--- config.mk ---
export PLATFORM = sky130hd
export DESIGN_NAME = picorv32_mem_arbiter
export DESIGN_NICKNAME = d
export VERILOG_FILES = /design/src/rtl/picorv32_mem_arbiter.sv
export SDC_FILE = /design/constraint.sdc
export NUM_CORES = 1
export LEC_CHECK = 0
export BUFFER_PORTS_ARGS = -buffer_cell sky130_fd_sc_hd__buf_2
export CAP_MARGIN = 20
export CORE_MARGIN = 2
export CORE_UTILIZATION = 46
export DETAILED_ROUTE_END_ITERATION = 8
export PLACE_DENSITY_LB_ADDON = 0.08
export SLEW_MARGIN = 20
export SYNTH_ARGS = -nofsm -noshare
export SYNTH_HDL_FRONTEND = slang
export SYNTH_SLANG_ARGS = --single-unit
--- constraint.sdc ---
create_clock -name clk -period 5.12 [get_ports clk]
set_clock_uncertainty 0.1 [all_clocks]
set_input_delay 0.256 -clock clk [delete_from_list [all_inputs] [get_ports clk]]
set_output_delay 0.256 -clock clk [all_outputs]
set_load 0.02 [all_outputs]
--- src/rtl/picorv32_mem_arbiter.sv ---
// Two-requester round-robin arbiter/sequencer for the PicoRV32 native memory bus.
// Optional BUSY watchdog enabled by defining PICORV32_MEM_ARB_TIMEOUT_EN.
module picorv32_mem_arbiter #(
  parameter int unsigned ADDR_W         = 32,
  parameter int unsigned TIMEOUT_CYCLES = 256
) (
  input  logic              clk,
  input  logic              reset,
  input  logic              soft_rst_req,
  input  logic              r0_valid,
  input  logic              r0_instr,
  input  logic [ADDR_W-1:0] r0_addr,
  input  logic [31:0]       r0_wdata,
  input  logic [3:0]        r0_wstrb,
  output logic              r0_ready,
  output logic [31:0]       r0_rdata,
  input  logic              r1_valid,
  input  logic              r1_instr,
  input  logic [ADDR_W-1:0] r1_addr,
  input  logic [31:0]       r1_wdata,
  input  logic [3:0]        r1_wstrb,
  output logic              r1_ready,
  output logic [31:0]       r1_rdata,
  output logic              mem_valid,
  output logic              mem_instr,
  output logic [ADDR_W-1:0] mem_addr,
  output logic [31:0]       mem_wdata,
  output logic [3:0]        mem_wstrb,
  input  logic              mem_ready,
  input  logic [31:0]       mem_rdata,
  output logic              grant_id,
  output logic              busy,
  output logic              timeout_err
);

  typedef enum logic [1:0] {ST_IDLE, ST_BUSY, ST_RESP} state_e;

  if (TIMEOUT_CYCLES < 2 || TIMEOUT_CYCLES > 65536) begin : g_bad_timeout
    $error("TIMEOUT_CYCLES must be in 2..65536");
  end

  state_e              state_q, state_d;
  logic                rr_ptr_q, rr_ptr_d;
  logic                soft_pend_q, soft_pend_d;
  logic                mem_valid_q, mem_valid_d;
  logic                mem_instr_q, mem_instr_d;
  logic [ADDR_W-1:0]   mem_addr_q, mem_addr_d;
  logic [31:0]         mem_wdata_q, mem_wdata_d;
  logic [3:0]          mem_wstrb_q, mem_wstrb_d;
  logic                grant_q, grant_d;
  logic                busy_q, busy_d;
  logic                r0_ready_q, r0_ready_d;
  logic                r1_ready_q, r1_ready_d;
  logic [31:0]         r0_rdata_q, r0_rdata_d;
  logic [31:0]         r1_rdata_q, r1_rdata_d;
  logic                timeout_err_q, timeout_err_d;
  logic                win_c;
  logic [31:0]         resp_data_c;
  logic                timeout_c;

`ifdef PICORV32_MEM_ARB_TIMEOUT_EN
  localparam logic [15:0] TO_LAST = 16'(TIMEOUT_CYCLES - 1);

  logic [15:0] cnt_q, cnt_d;

  // Counts BUSY cycles; zero in every other state so each grant starts fresh.
  always_comb begin
    cnt_d = 16'd0;
    if (state_q == ST_BUSY) cnt_d = cnt_q + 16'd1;
  end

  always_ff @(posedge clk or posedge reset) begin
    if (reset) cnt_q <= 16'd0;
    else       cnt_q <= cnt_d;
  end

  assign timeout_c = (state_q == ST_BUSY) && (cnt_q == TO_LAST);
`else
  assign timeout_c = 1'b0;
`endif

  // Next-state and registered-output logic.
  always_comb begin
    state_d       = state_q;
    rr_ptr_d      = rr_ptr_q;
    soft_pend_d   = soft_pend_q;
    mem_valid_d   = mem_valid_q;
    mem_instr_d   = mem_instr_q;
    mem_addr_d    = mem_addr_q;
    mem_wdata_d   = mem_wdata_q;
    mem_wstrb_d   = mem_wstrb_q;
    grant_d       = grant_q;
    r0_ready_d    = 1'b0;
    r1_ready_d    = 1'b0;
    r0_rdata_d    = r0_rdata_q;
    r1_rdata_d    = r1_rdata_q;
    timeout_err_d = timeout_err_q;
    win_c         = (r0_valid && r1_valid) ? ~rr_ptr_q : r1_valid;
    resp_data_c   = mem_ready ? mem_rdata : 32'hDEAD_BEEF;

    unique case (state_q)
      ST_IDLE: begin
        if (soft_rst_req || soft_pend_q) begin
          // Local re-init takes the whole cycle; nobody is granted.
          rr_ptr_d      = 1'b0;
          timeout_err_d = 1'b0;
          soft_pend_d   = 1'b0;
        end else if (r0_valid || r1_valid) begin
          grant_d     = win_c;
          mem_valid_d = 1'b1;
          mem_instr_d = win_c ? r1_instr : r0_instr;
          mem_addr_d  = win_c ? r1_addr  : r0_addr;
          mem_wdata_d = win_c ? r1_wdata : r0_wdata;
          mem_wstrb_d = win_c ? r1_wstrb : r0_wstrb;
          state_d     = ST_BUSY;
        end
      end
      ST_BUSY: begin
        if (soft_rst_req) soft_pend_d = 1'b1;
        if ((mem_ready && mem_valid_q) || timeout_c) begin
          mem_valid_d = 1'b0;
          rr_ptr_d    = grant_q;
          if (grant_q) begin
            r1_ready_d = 1'b1;
            r1_rdata_d = resp_data_c;
          end else begin
            r0_ready_d = 1'b1;
            r0_rdata_d = resp_data_c;
          end
          if (!mem_ready) timeout_err_d = 1'b1;
          state_d = ST_RESP;
        end
      end
      ST_RESP: begin
        // No arbitration here so a valid still held during the ready pulse is not re-granted.
        if (soft_rst_req) soft_pend_d = 1'b1;
        state_d = ST_IDLE;
      end
      default: state_d = ST_IDLE;
    endcase

    busy_d = (state_d != ST_IDLE);
  end

  always_ff @(posedge clk or posedge reset) begin
    if (reset) begin
      state_q       <= ST_IDLE;
      rr_ptr_q      <= 1'b0;
      soft_pend_q   <= 1'b0;
      mem_valid_q   <= 1'b0;
      mem_instr_q   <= 1'b0;
      mem_addr_q    <= '0;
      mem_wdata_q   <= 32'd0;
      mem_wstrb_q   <= 4'd0;
      grant_q       <= 1'b0;
      busy_q        <= 1'b0;
      r0_ready_q    <= 1'b0;
      r1_ready_q    <= 1'b0;
      r0_rdata_q    <= 32'd0;
      r1_rdata_q    <= 32'd0;
      timeout_err_q <= 1'b0;
    end else begin
      state_q       <= state_d;
      rr_ptr_q      <= rr_ptr_d;
      soft_pend_q   <= soft_pend_d;
      mem_valid_q   <= mem_valid_d;
      mem_instr_q   <= mem_instr_d;
      mem_addr_q    <= mem_addr_d;
      mem_wdata_q   <= mem_wdata_d;
      mem_wstrb_q   <= mem_wstrb_d;
      grant_q       <= grant_d;
      busy_q        <= busy_d;
      r0_ready_q    <= r0_ready_d;
      r1_ready_q    <= r1_ready_d;
      r0_rdata_q    <= r0_rdata_d;
      r1_rdata_q    <= r1_rdata_d;
      timeout_err_q <= timeout_err_d;
    end
  end

  assign r0_ready    = r0_ready_q;
  assign r1_ready    = r1_ready_q;
  assign r0_rdata    = r0_rdata_q;
  assign r1_rdata    = r1_rdata_q;
  assign mem_valid   = mem_valid_q;
  assign mem_instr   = mem_instr_q;
  assign mem_addr    = mem_addr_q;
  assign mem_wdata   = mem_wdata_q;
  assign mem_wstrb   = mem_wstrb_q;
  assign grant_id    = grant_q;
  assign busy        = busy_q;
  assign timeout_err = timeout_err_q;

endmodule

==> results of run 1 <==
## state kept, by name (all words and copies together), names as in the netlist
signal,cells
state_q,2
mem_wdata,32
r0_ready,1
mem_instr,1
mem_wstrb,4
mem_valid,1
rr_ptr_q,1
r1_rdata,32
busy,1
r0_rdata,32
r1_ready,1
timeout_err,1
mem_addr,32
soft_pend_q,1
grant_id,1
## kinds of logic after synthesis
group           after synthesis  synth area share (%)
compound gates              117                  9.78
mux                          70                  11.1
buf+inv                      50                  6.75
flops                       143                  56.3
simple gates                239                  15.7
fa+ha+maj                     2                 0.394
## cell type report
cell class | instances | area, um2
Antenna cell | 1 | 2.50
Clock buffer | 26 | 509
Clock inverter | 5 | 125
Fill cell | 1115 | 4420
Inverter | 9 | 38.8
Multi-Input combinational cell | 428 | 2360
Sequential cell | 143 | 3580
Tap cell | 176 | 220
Timing Repair Buffer | 365 | 2090
## worst min-delay path by stage
stage	start	to	slack (ns)
after CTS	r1_addr[21]	mem_addr[21]$_DFFE_PP0P_	0.0002
after floorplan	mem_rdata[0]	r1_rdata[0]$_DFFE_PP0P_	0.26
after global placement	reset	mem_wdata[26]$_DFFE_PP0P_	0.34
after detailed placement	reset	mem_wdata[26]$_DFFE_PP0P_	0.35
after global routing	r0_addr[6]	mem_addr[6]$_DFFE_PP0P_	0.01
final	r0_wdata[31]	mem_wdata[31]$_DFFE_PP0P_	0.01
## power breakdown
group	internal, W	total (W)	switching (W)	leakage, nW
Sequential	0.00164	0.00192	0.000281	1.79
Combinational	0.000746	0.00217	0.00143	2.83
Clock	0.000878	0.00133	0.000448	0.311
Total	0.00327	0.00542	0.00216	4.93
## per-layer routing
| layer | global-route usage (%) | vias up | part of all wire, % |
|---|---|---|---|
| met5 | 0 | - | 0.074 |
| met4 | 11.2 | 2 | 3.0 |
| met3 | 8.01 | 40 | 7.7 |
| met2 | 41.6 | 228 | 51 |
| met1 | 27.8 | 2597 | 38 |
| li1 | - | 2732 | - |
## metrics by stage
step                      instances  instance area (um2)  hold slack, ns  total power (W)
after floorplan                 621                 6360           0.261          0.00335
after global placement         1074                 7800           0.340          0.00402
after detailed placement       1074                 7800           0.350          0.00409
after CTS                      1151                 8900        0.000234          0.00546
after global routing           1153                 8930          0.0146          0.00578
final                          1153                 8930          0.0145          0.00542
## critical path, delay by kind of cell (launching register included)
family | cells | cell delay (ns)
adders and majority gates | 1 | 0.37
buffers and inverters | 2 | 1.05
DFF | 1 | 0.37
and+or+nand+nor | 3 | 0.75
## Yosys cell counts, drive strengths merged
library cell,number
mux2i,69
o21ai,105
and3,1
ha,2
nand2b,1
nand3,1
nor2,3
inv,9
nand2,208
mux2,1
o31a,1
a22o,1
a21oi,4
a31oi,1
buf,28
a21boi,2
o21bai,1
nor2b,24
o211ai,1
a221o,1
clkbuf,13
nand4,1
dfrtp,143
## repair_timing
action / in CTS / in global routing
hold buffers: 46 / 0
endpoints found under the hold margin: 135 / 0
setup buffers: 0 / 0
==> metrics.md, run 1 <==
| Metric | Value |
|---|---|
| Slowest stage cell on the critical path | inv_1 |
| CORE AREA | 13300 um2 |
| Initial antenna violation count | 2 |
| Post-CTS Resized | 0 |
| CP Max Fanout | 35 |
| Tmin final | 2.72 ns |
| Port Buffer Count | 314 |
| Total GRT Usage | 24.3% |
| Antenna-violating nets left | 0 |
| H-tree Lvls | 4 |
| Die area | 14800 um2 |
| Critical R2R Launch | state_q[1]$_DFF_PP0_ |
| Routed vias/inst | 4.86 |
| Syn_area_per_cell | 10.2 um2 |
| Final core utilization | 66.9% |
| Pleak | 4.93 nW |
| Worst setup margin | 2.40 ns |
| Vias | 5599 |
| Unrepaired setup endpoints after global routing | false |
| Sequential share of the synthesized area | 56.3% |
| Die width | 122 um |
| CTS Buf Count | 17 |
| Slew headroom | 31.8% |
| Critical path capture point type | register |
| Nets | 1142 |
| Residual DRC | 0 |
| Setup TNS | 0 ns |
| Syn Inst Count | 621 |
| Reg2Reg Depth | 6 |
| Status | finished clean |
| Worst skew pair latency | 0.41 ns |
| 1st-iter DRT viols | 288 |
| Cell area after synthesis | 6360 um2 |
| Setup crit end | r1_rdata[6]$_DFFE_PP0P_ |
| Critical path's largest stage delay | 0.95 ns |
| Peak VDD IR | 277 uV |
| Post-synth top area share | 56.3% |
| Rows | 42 |
| Die H | 122 um |
| Final Slew Violations | 0 |
| Startpoint types | register |
| Tcrit/Tclk final | 53.2% |
| Commonest non-fill, non-tap cells in the layout | 314 x buf_2, 208 x nand2_1, 143 x dfrtp_1, 86 x o21ai_1, 69 x mux2i_1 |
| Distinct cells, synth | 30 |
| Wire length after detailed routing | 17.5 mm |
| Clk buf depth | 2 |
| Ratio of cells with drive above 1 in the final layout | 36.3% |
| Synth area leaders | dfrtp_1 56%, nand2_1 12%, mux2i_1 11%, o21ai_1 6.8%, buf_6 2.7% |
| Largest net degree at the start of global routing | 97 |
| Initial Util | 47.6% |
| Vias in the first global route | 5626 |
| # Max-Cap Violations | 0 |
| Syn_nets | 799 |
| Synthesis-stage register bit count | 143 |
| Finish-stage setup viols | 0 |
| Setup WS pre-CTS | 2.35 ns |
| Critical path launch point | state_q[1]$_DFF_PP0_ |
| Commonest non-fill, non-tap cell in the layout | buf_2 |
| First-pass GRT wire length | 27.6 mm |
| Ys Warns | 0 |
| Reg clk slew, reported paths | 0.06 ns |
| I/O pin cnt | 315 |
| Worst r2r dst | r1_rdata[6]$_DFFE_PP0P_ |
| F_max | 0.367 GHz |
| Min-delay worst type | in -> reg |
| Flop-to-flop setup slack | 2.40 ns |
| Cells on Worst Hold Path | 3 |
| Total congestion overflow | 0 |
| Crit Path Category | reg -> reg |
| Final Hold Fails | 0 |
| Routed len/inst | 15.1 um |
| Pwr per Cell Area | 608 nW/um2 |
| Initial DRT Pass Iterations | 4 |
| Area leader, netlist | dfrtp_1 |
| Clock Sink Count | 143 |
| Gpl congestion | 0.815 |
| Layout area overhead | 40.5% |
| Root buffer cell | clkbuf_16 |
| Worst EP required | 5.37 ns |
| Critical Path AT | 2.97 ns |
| Worst path cell trace | inv_1 > ha_1 > nand4_4 > inv_1 > nand2_1 > nand2_1 |
| CTS tree | yes |
| Dpl hpwl | 12.6 mm |
| Worst-Margin Slew | 1.02 ns |
Power figures use the tool's default switching activity.
==> run 2, diff against run 1 <==
--- a/config.mk
+++ b/config.mk
@@ -5,10 +5,11 @@
 export SDC_FILE = /design/constraint.sdc
 export NUM_CORES = 1
 export LEC_CHECK = 0
+export ABC_AREA = 1
 export BUFFER_PORTS_ARGS = -buffer_cell sky130_fd_sc_hd__buf_2
 export CAP_MARGIN = 20
 export CORE_MARGIN = 2
-export CORE_UTILIZATION = 46
+export CORE_UTILIZATION = 42
 export DETAILED_ROUTE_END_ITERATION = 8
 export PLACE_DENSITY_LB_ADDON = 0.08
 export SLEW_MARGIN = 20
==> constraint.sdc (replaced) <==
create_clock -name clk -period 2.3 [get_ports clk]
set_clock_uncertainty 0.1 [all_clocks]
set_input_delay 0.115 -clock clk [delete_from_list [all_inputs] [get_ports clk]]
set_output_delay 0.115 -clock clk [all_outputs]
set_load 0.02 [all_outputs]
==> metrics.md, run 2 <==
| Metric | Value |
|---|---|
| Largest net degree at the start of global routing | 144 (was 97) |
| Pwr per Cell Area | 1160 nW/um2 (was 608 nW/um2) |
| Worst path cell trace | nand2_2 > nand2_2 > buf_4 > nand2_1 > nand2_1 > dlygate4sd3_1 > nand2_1 > nand2_1 (was inv_1 > ha_1 > nand4_4 > inv_1 > nand2_1 > nand2_1) |
| H-tree Lvls | 4 (unchanged) |
| Most instantiated library cell after synthesis | nand2_1 (unchanged) |
| Min-Delay Endpoint | mem_valid$_DFFE_PP0P_ (was mem_wdata[31]$_DFFE_PP0P_) |
| CORE AREA | 15300 um2 (was 13300 um2) |
| Vias in the first global route | 7349 (was 5626) |
| Slowest stage cell on the critical path | dlygate4sd3_1 (was inv_1) |
| 1st-iter DRT viols | 490 (was 288) |
| Non-Filler Instances | 1537 (was 1153) |
| Layout area overhead | 62.1% (was 40.5%) |
| Vias | 7413 (was 5599) |
| Final Hold Fails | 0 (unchanged) |
| Initial DRT Pass Iterations | 5 (was 4) |
| Multi-input logic area | 2660 um2 (was 2360 um2) |
| Critical Path AT | 2.31 ns (was 2.97 ns) |
| Rows | 45 (was 42) |
| Worst skew pair latency | 0.41 ns (about the same) |
| Syn Inst Count | 848 (was 621) |
| Min-delay worst type | in -> reg (unchanged) |
| Slew headroom | 48.0% (was 31.8%) |
| Status | finished clean (unchanged) |
| Commonest non-fill, non-tap cells in the layout | 476 x nand2_1, 314 x buf_2, 173 x dlygate4sd3_1, 143 x dfrtp_1, 72 x nand3_1 (was 314 x buf_2, 208 x nand2_1, 143 x dfrtp_1, 86 x o21ai_1, 69 x mux2i_1) |
| CTS Buf Count | 17 (unchanged) |
| Syn_area_per_cell | 7.74 um2 (was 10.2 um2) |
| Die width | 129 um (was 122 um) |
| Antenna-violating nets left | 0 (unchanged) |
| Die H | 129 um (was 122 um) |
| Synthesis-stage register bit count | 143 (unchanged) |
| Clock Sink Count | 143 (unchanged) |
| Pleak | 6.06 nW (was 4.93 nW) |
| Root buffer cell | clkbuf_16 (unchanged) |
| Ratio of cells with drive above 1 in the final layout | 28.4% (was 36.3%) |
| Port Buffer Count | 314 (unchanged) |
| Post-synth EDFFs | 0 (unchanged) |
| CP Max Fanout | 52 (was 35) |
| Synth cell count leaders | 478 x nand2_1, 143 x dfrtp_1, 72 x nand3_1, 27 x buf_2, 24 x nand4_1 (was 208 x nand2_1, 143 x dfrtp_1, 86 x o21ai_1, 69 x mux2i_1, 24 x nor2b_1) |
| Antenna fix cells | 0 (was 1) |
| I/O pin cnt | 315 (unchanged) |
| Final Slew Violations | 0 (unchanged) |
| Fillers | 1260 (was 1115) |
| Dpl hpwl | 13.5 mm (was 12.6 mm) |
| Syn_nets | 1026 (was 799) |
| Worst EP required | 2.55 ns (was 5.37 ns) |
| Wire length after detailed routing | 21.9 mm (was 17.5 mm) |
| First-pass GRT wire length | 35.3 mm (was 27.6 mm) |
| Hold path start | r0_valid (was r0_wdata[31]) |
| Commonest non-fill, non-tap cell in the layout | nand2_1 (was buf_2) |
| Synth area leaders | dfrtp_1 55%, nand2_1 27%, nand3_1 5.5%, nand4_1 2.3%, buf_2 2.1% (was dfrtp_1 56%, nand2_1 12%, mux2i_1 11%, o21ai_1 6.8%, buf_6 2.7%) |
| Die area | 16600 um2 (was 14800 um2) |
| Clk buf depth | 2 (unchanged) |
| Unrepaired setup endpoints after global routing | false (unchanged) |
| Peak VDD IR | 730 uV (was 277 uV) |
| Setup TNS | 0 ns (unchanged) |
| F_max | 0.485 GHz (was 0.367 GHz) |
| Finish-stage setup viols | 0 (unchanged) |
| Ys flop type | dfrtp_1 (unchanged) |
| Area leader, netlist | dfrtp_1 (unchanged) |
| Cell area after synthesis | 6560 um2 (was 6360 um2) |
| Critical R2R Launch | rr_ptr_q$_DFFE_PP0P_ (was state_q[1]$_DFF_PP0_) |
| Total congestion overflow | 0 (unchanged) |
| Flop-to-flop setup slack | 0.24 ns (was 2.40 ns) |
| Register area | 3580 um2 (unchanged) |
| Crit Path Category | reg -> reg (unchanged) |
| CTS tree | yes (unchanged) |
| # Max-Cap Violations | 0 (unchanged) |
| Routed vias/inst | 4.82 (was 4.86) |
| Startpoint types | register (unchanged) |
| Critical path's largest stage delay | 0.55 ns (was 0.95 ns) |
| Reg clk slew, reported paths | 0.06 ns (about the same) |
| Initial antenna violation count | 0 (was 2) |
| Tmin final | 2.06 ns (was 2.72 ns) |
| Distinct cells, synth | 21 (was 30) |
| Buf/Inv on CP | 2 (unchanged) |
| Worst r2r dst | mem_addr[28]$_DFFE_PP0P_ (was r1_rdata[6]$_DFFE_PP0P_) |
| Post-synth top area share | 54.5% (was 56.3%) |
| Cells on Worst Hold Path | 6 (was 3) |
| Tcrit/Tclk final | 89.6% (was 53.2%) |
| Reg2Reg Depth | 8 (was 6) |
| Post-CTS Resized | 0 (unchanged) |
| Ys Warns | 0 (unchanged) |
| Critical path capture point type | register (unchanged) |
| Sequential share of the synthesized area | 54.5% (was 56.3%) |
| CP delay by family, top | buffers and inverters (unchanged) |
| CP most frequent cell | nand2_1 |
| Initial Util | 43.0% (was 47.6%) |
| FFs w/ async S/R, synth | 100% (unchanged) |
| Total GRT Usage | 26.7% (was 24.3%) |
| Worst-Margin Slew | 0.780 ns (was 1.02 ns) |
| Cell total after placement | 1332 (was 1074) |
| Gpl congestion | 0.807 (was 0.815) |
| Nets | 1491 (was 1142) |
| Routed len/inst | 14.2 um (was 15.1 um) |
| Residual DRC | 0 (unchanged) |
run 2: cell count changes in the layout (fill, tap and decap cells not counted), moves of 24 or more:
cell           previous run  this run
mux2i_1                  69         0
nor2b_1                  24         0
nand4_1                   0        24
nand2_1                 208       476
o21ai_1                  86        19
nand3_1                   1        72
dlygate4sd3_1            46       173
run 2: per-stage QoR:
step	cell area (um2)	power (W)	setup WS, ns	hold WS (ns)	utilization (%)
4_1_cts	10600	0.0124	0.230	0.0787	69.7
3_5_place_dp	8290	0.00915	0.637	0.241	54.3
3_3_place_gp	8290	0.00909	0.688	0.234	54.3
6_report	10600	0.0123	0.239	0.0909	69.7
5_1_grt	10600	0.0132	0.0851	0.133	69.7
2_1_floorplan	6570	0.00731	0.294	0.132	-
run 2: final cells by class:
cell class	instances	area share [%]
clock inverters	12	1.51
multi-input cells	637	25.0
well taps	211	2.48
repair buffers	503	32.7
inverters	11	0.423
clock buffers	20	4.29
flip-flops and latches	143	33.6
run 2: tightest hold or removal path, stage by stage:
cell and delay [ns]:
buf_2 0.09, inv_1 0.05, nand3_1 0.10, nand3_1 0.09
nand2_1 0.06, nand2_1 0.05
run 2: report_power, final:
part	internal, W	total, W	switching, W
clock network	0.00177	0.00284	0.00107
logic	0.00190	0.00535	0.00345
registers	0.00357	0.00415	0.000579
run 2: worst max-delay path by stage:
stage,startpoint,depth (start not counted),slack [ns],end
after floorplan,reset,1,0.29,busy$_DFF_PP0_
after global placement,state_q[1]$_DFF_PP0_,8,0.69,r0_rdata[6]$_DFFE_PP0P_
after detailed placement,state_q[1]$_DFF_PP0_,8,0.64,r0_rdata[25]$_DFFE_PP0P_
after CTS,rr_ptr_q$_DFFE_PP0P_,8,0.23,mem_wdata[7]$_DFFE_PP0P_
after global routing,rr_ptr_q$_DFFE_PP0P_,8,0.09,mem_addr[30]$_DFFE_PP0P_
final,rr_ptr_q$_DFFE_PP0P_,8,0.24,mem_addr[28]$_DFFE_PP0P_
run 2: kinds of logic after synthesis:
kind of cell | count (synthesis) | synth area share, %
simple gates | 590 | 36.6
compound gates | 45 | 3.47
fa+ha+maj | 2 | 0.381
buf+inv | 68 | 5.03
flops | 143 | 54.5
run 2: routing by layer:
| metal | part of all wire [%] | vias up | GRT usage [%] |
|---|---|---|---|
| met5 | 0 | - | 0 |
| met4 | 3.2 | 0 | 11.2 |
| met3 | 7.2 | 48 | 6.52 |
| met2 | 48 | 327 | 44.8 |
| met1 | 41 | 3435 | 33.2 |
| li1 | - | 3603 | - |
run 2: timing repair:
item | CTS | global route
hold endpoints to repair | 279 | 0
hold buffers | 173 | 0
buffers inserted | 0 | 0
==> run 3, diff against run 2 <==
--- a/config.mk
+++ b/config.mk
@@ -11,7 +11,7 @@
 export CORE_MARGIN = 2
 export CORE_UTILIZATION = 42
 export DETAILED_ROUTE_END_ITERATION = 8
-export PLACE_DENSITY_LB_ADDON = 0.08
+export PLACE_DENSITY = 0.73
 export SLEW_MARGIN = 20
 export SYNTH_ARGS = -nofsm -noshare
 export SYNTH_HDL_FRONTEND = slang
==> metrics.md, run 3 (same netlist as run 2, synthesis figures left out) <==
| Metric | Value |
|---|---|
| Cell total after placement | 1336 (was 1332) |
| First-pass GRT wire length | 37.1 mm (was 35.3 mm) |
| Tcrit/Tclk final | 90.4% (was 89.6%) |
| Initial DRT Pass Iterations | 5 (unchanged) |
| Total GRT Usage | 28.4% (was 26.7%) |
| CORE AREA | 15300 um2 (unchanged) |
| Port Buffer Count | 314 (unchanged) |
| Root buffer cell | clkbuf_16 (unchanged) |
| Buf/Inv on CP | 2 (unchanged) |
| CP Max Fanout | 41 (was 52) |
| Reg clk slew, reported paths | 0.06 ns (about the same) |
| I/O pin cnt | 315 (unchanged) |
| Die area | 16600 um2 (unchanged) |
| Clock Sink Count | 143 (unchanged) |
| Min-delay worst type | in -> reg (unchanged) |
| Startpoint types | register (unchanged) |
| Vias in the first global route | 7741 (was 7349) |
| Layout area overhead | 63.4% (was 62.1%) |
| Crit Path Category | reg -> reg (unchanged) |
| Nets | 1494 (was 1491) |
| Setup WS pre-CTS | 0.640 ns (was 0.637 ns) |
| Pleak | 6.11 nW (was 6.06 nW) |
| Die H | 129 um (unchanged) |
| Dpl hpwl | 13.7 mm (was 13.5 mm) |
| CP most frequent cell | nand2_1 (unchanged) |
| Total congestion overflow | 0 (unchanged) |
| Fillers | 1111 (was 1260) |
| Clk buf depth | 2 (unchanged) |
| Antenna-violating nets left | 0 (unchanged) |
| Routed len/inst | 15.5 um (was 14.2 um) |
| H-tree Lvls | 4 (unchanged) |
| Slowest stage cell on the critical path | dlygate4sd3_1 (unchanged) |
| Post-CTS setup buffers | 0 (unchanged) |
| Worst skew pair latency | 0.42 ns (was 0.41 ns) |
| Worst path cell trace | nand2_2 > buf_4 > nand3_1 > nand2_1 > dlygate4sd3_1 > nand2_1 > nand2_1 (was nand2_2 > nand2_2 > buf_4 > nand2_1 > nand2_1 > dlygate4sd3_1 > nand2_1 > nand2_1) |
| Residual DRC | 0 (unchanged) |
| Overall Power | 0.0126 W (was 0.0123 W) |
| Pwr per Cell Area | 1170 nW/um2 (was 1160 nW/um2) |
| Initial Util | 43.0% (unchanged) |
| Gpl congestion | 0.823 (was 0.807) |
| Peak VDD IR | 607 uV (was 730 uV) |
| Non-Filler Instances | 1541 (was 1537) |
| Unrepaired setup endpoints after global routing | false (unchanged) |
| Worst EP required | 2.56 ns (was 2.55 ns) |
| CTS Buf Count | 17 (unchanged) |
| Final Slew Violations | 0 (unchanged) |
| CP delay by family, top | buffers and inverters (unchanged) |
| Status | finished clean (unchanged) |
| Worst hold slack | 0.0621 ns (was 0.0909 ns) |
| Worst setup margin | 0.222 ns (was 0.239 ns) |
| Setup TNS | 0 ns (unchanged) |
| Critical path capture point type | register (unchanged) |
| Commonest non-fill, non-tap cells in the layout | 476 x nand2_1, 314 x buf_2, 172 x dlygate4sd3_1, 143 x dfrtp_1, 72 x nand3_1 (was 476 x nand2_1, 314 x buf_2, 173 x dlygate4sd3_1, 143 x dfrtp_1, 72 x nand3_1) |
| Tmin final | 2.08 ns (was 2.06 ns) |
| Initial antenna violation count | 2 (was 0) |
| F_max | 0.481 GHz (was 0.485 GHz) |
| Slew headroom | 54.1% (was 48.0%) |
| Critical path's largest stage delay | 0.57 ns (was 0.55 ns) |
| Finish-stage setup viols | 0 (unchanged) |
| Wire length after detailed routing | 23.9 mm (was 21.9 mm) |
| Commonest non-fill, non-tap cell in the layout | nand2_1 (unchanged) |
| Final Hold Fails | 0 (unchanged) |
| Multi-input logic area | 2660 um2 (unchanged) |
| Worst-Margin Slew | 0.688 ns (was 0.780 ns) |
| Flop-to-flop setup slack | 0.22 ns (was 0.24 ns) |
| Register area | 3580 um2 (unchanged) |
| 1st-iter DRT viols | 498 (was 490) |
| Vias | 7734 (was 7413) |
| CTS tree | yes (unchanged) |
| Die width | 129 um (unchanged) |
| Ratio of cells with drive above 1 in the final layout | 28.5% (was 28.4%) |
| Routed vias/inst | 5.02 (was 4.82) |
| Rows | 45 (unchanged) |
| Critical Path AT | 2.34 ns (was 2.31 ns) |
| Largest net degree at the start of global routing | 73 (was 144) |
| # Max-Cap Violations | 0 (unchanged) |
-- run 3: cell types whose count changed in the layout (fill, tap and decap cells not counted) --
cell | previous run | this run
bufinv_16 | 3 | 4
buf_12 | 4 | 7
diode_2 | 0 | 3
clkbuf_8 | 2 | 4
inv_6 | 1 | 2
buf_4 | 12 | 13
clkinv_4 | 1 | 0
dlygate4sd3_1 | 173 | 172
clkinvlp_4 | 8 | 3
-- run 3: metal layers --
layer / part of all wire (%) / GRT usage [%] / vias to the layer above
li1: - / - / 3612
met1: 38 / 32.6 / 3597
met2: 49 / 48.4 / 439
met3: 8.0 / 7.68 / 86
met4: 4.1 / 15.5 / 0
met5: 0 / 0 / -
-- run 3: path summary, 6_finish.rpt --
kind / start / end / cells after the start
worst max-delay path: rr_ptr_q$_DFFE_PP0P_ / mem_addr[5]$_DFFE_PP0P_ / 7
worst min-delay path: r0_valid / mem_valid$_DFFE_PP0P_ / 6
worst max register to register: rr_ptr_q$_DFFE_PP0P_ / mem_addr[5]$_DFFE_PP0P_ / 7
worst min register to register: r0_rdata[0]$_DFFE_PP0P_ / r0_rdata[0]$_DFFE_PP0P_ / 2
max in group asynchronous: reset / r1_rdata[26]$_DFFE_PP0P_ / 4
min in group asynchronous: reset / r0_rdata[20]$_DFFE_PP0P_ / 3
-- run 3: power by group --
| part | leakage, nW | internal (W) | switching [W] |
|---|---|---|---|
| Clock | 0.305 | 0.00193 | 0.00105 |
| Combinational | 3.98 | 0.00193 | 0.00354 |
| Sequential | 1.83 | 0.00357 | 0.000587 |
| Total | 6.11 | 0.00742 | 0.00517 |
-- run 3: final cells by class --
| type | count | area share, % |
|---|---|---|
| sequential | 143 | 33.4 |
| timing repair buffer | 506 | 32.9 |
| multi-input combinational | 637 | 24.8 |
| clock buffer | 22 | 4.52 |
| tap | 211 | 2.46 |
| clock inverter | 8 | 1.42 |
| inverter | 11 | 0.420 |
| antenna | 3 | 0.0700 |
-- run 3: through the flow --
step	cell area, um2	util, %
CTS	10700	70.2
floorplan	6570	-
finish	10700	70.3
global route	10700	70.3
global placement	8360	54.8
detailed placement	8360	54.8
-- run 3: timing repair --
action / CTS / global route
hold endpoints to repair: 158 / 0
hold buffers: 172 / 0
endpoints found under the setup margin: 0 / 0
resized for setup: 0 / 0
-- run 3: worst reg2reg max path: cells and delay by family (launching register included) --
family	cells	cell delay, ns
DFF	1	0.40
buffers and inverters	2	0.97
and+or+nand+nor	5	0.56
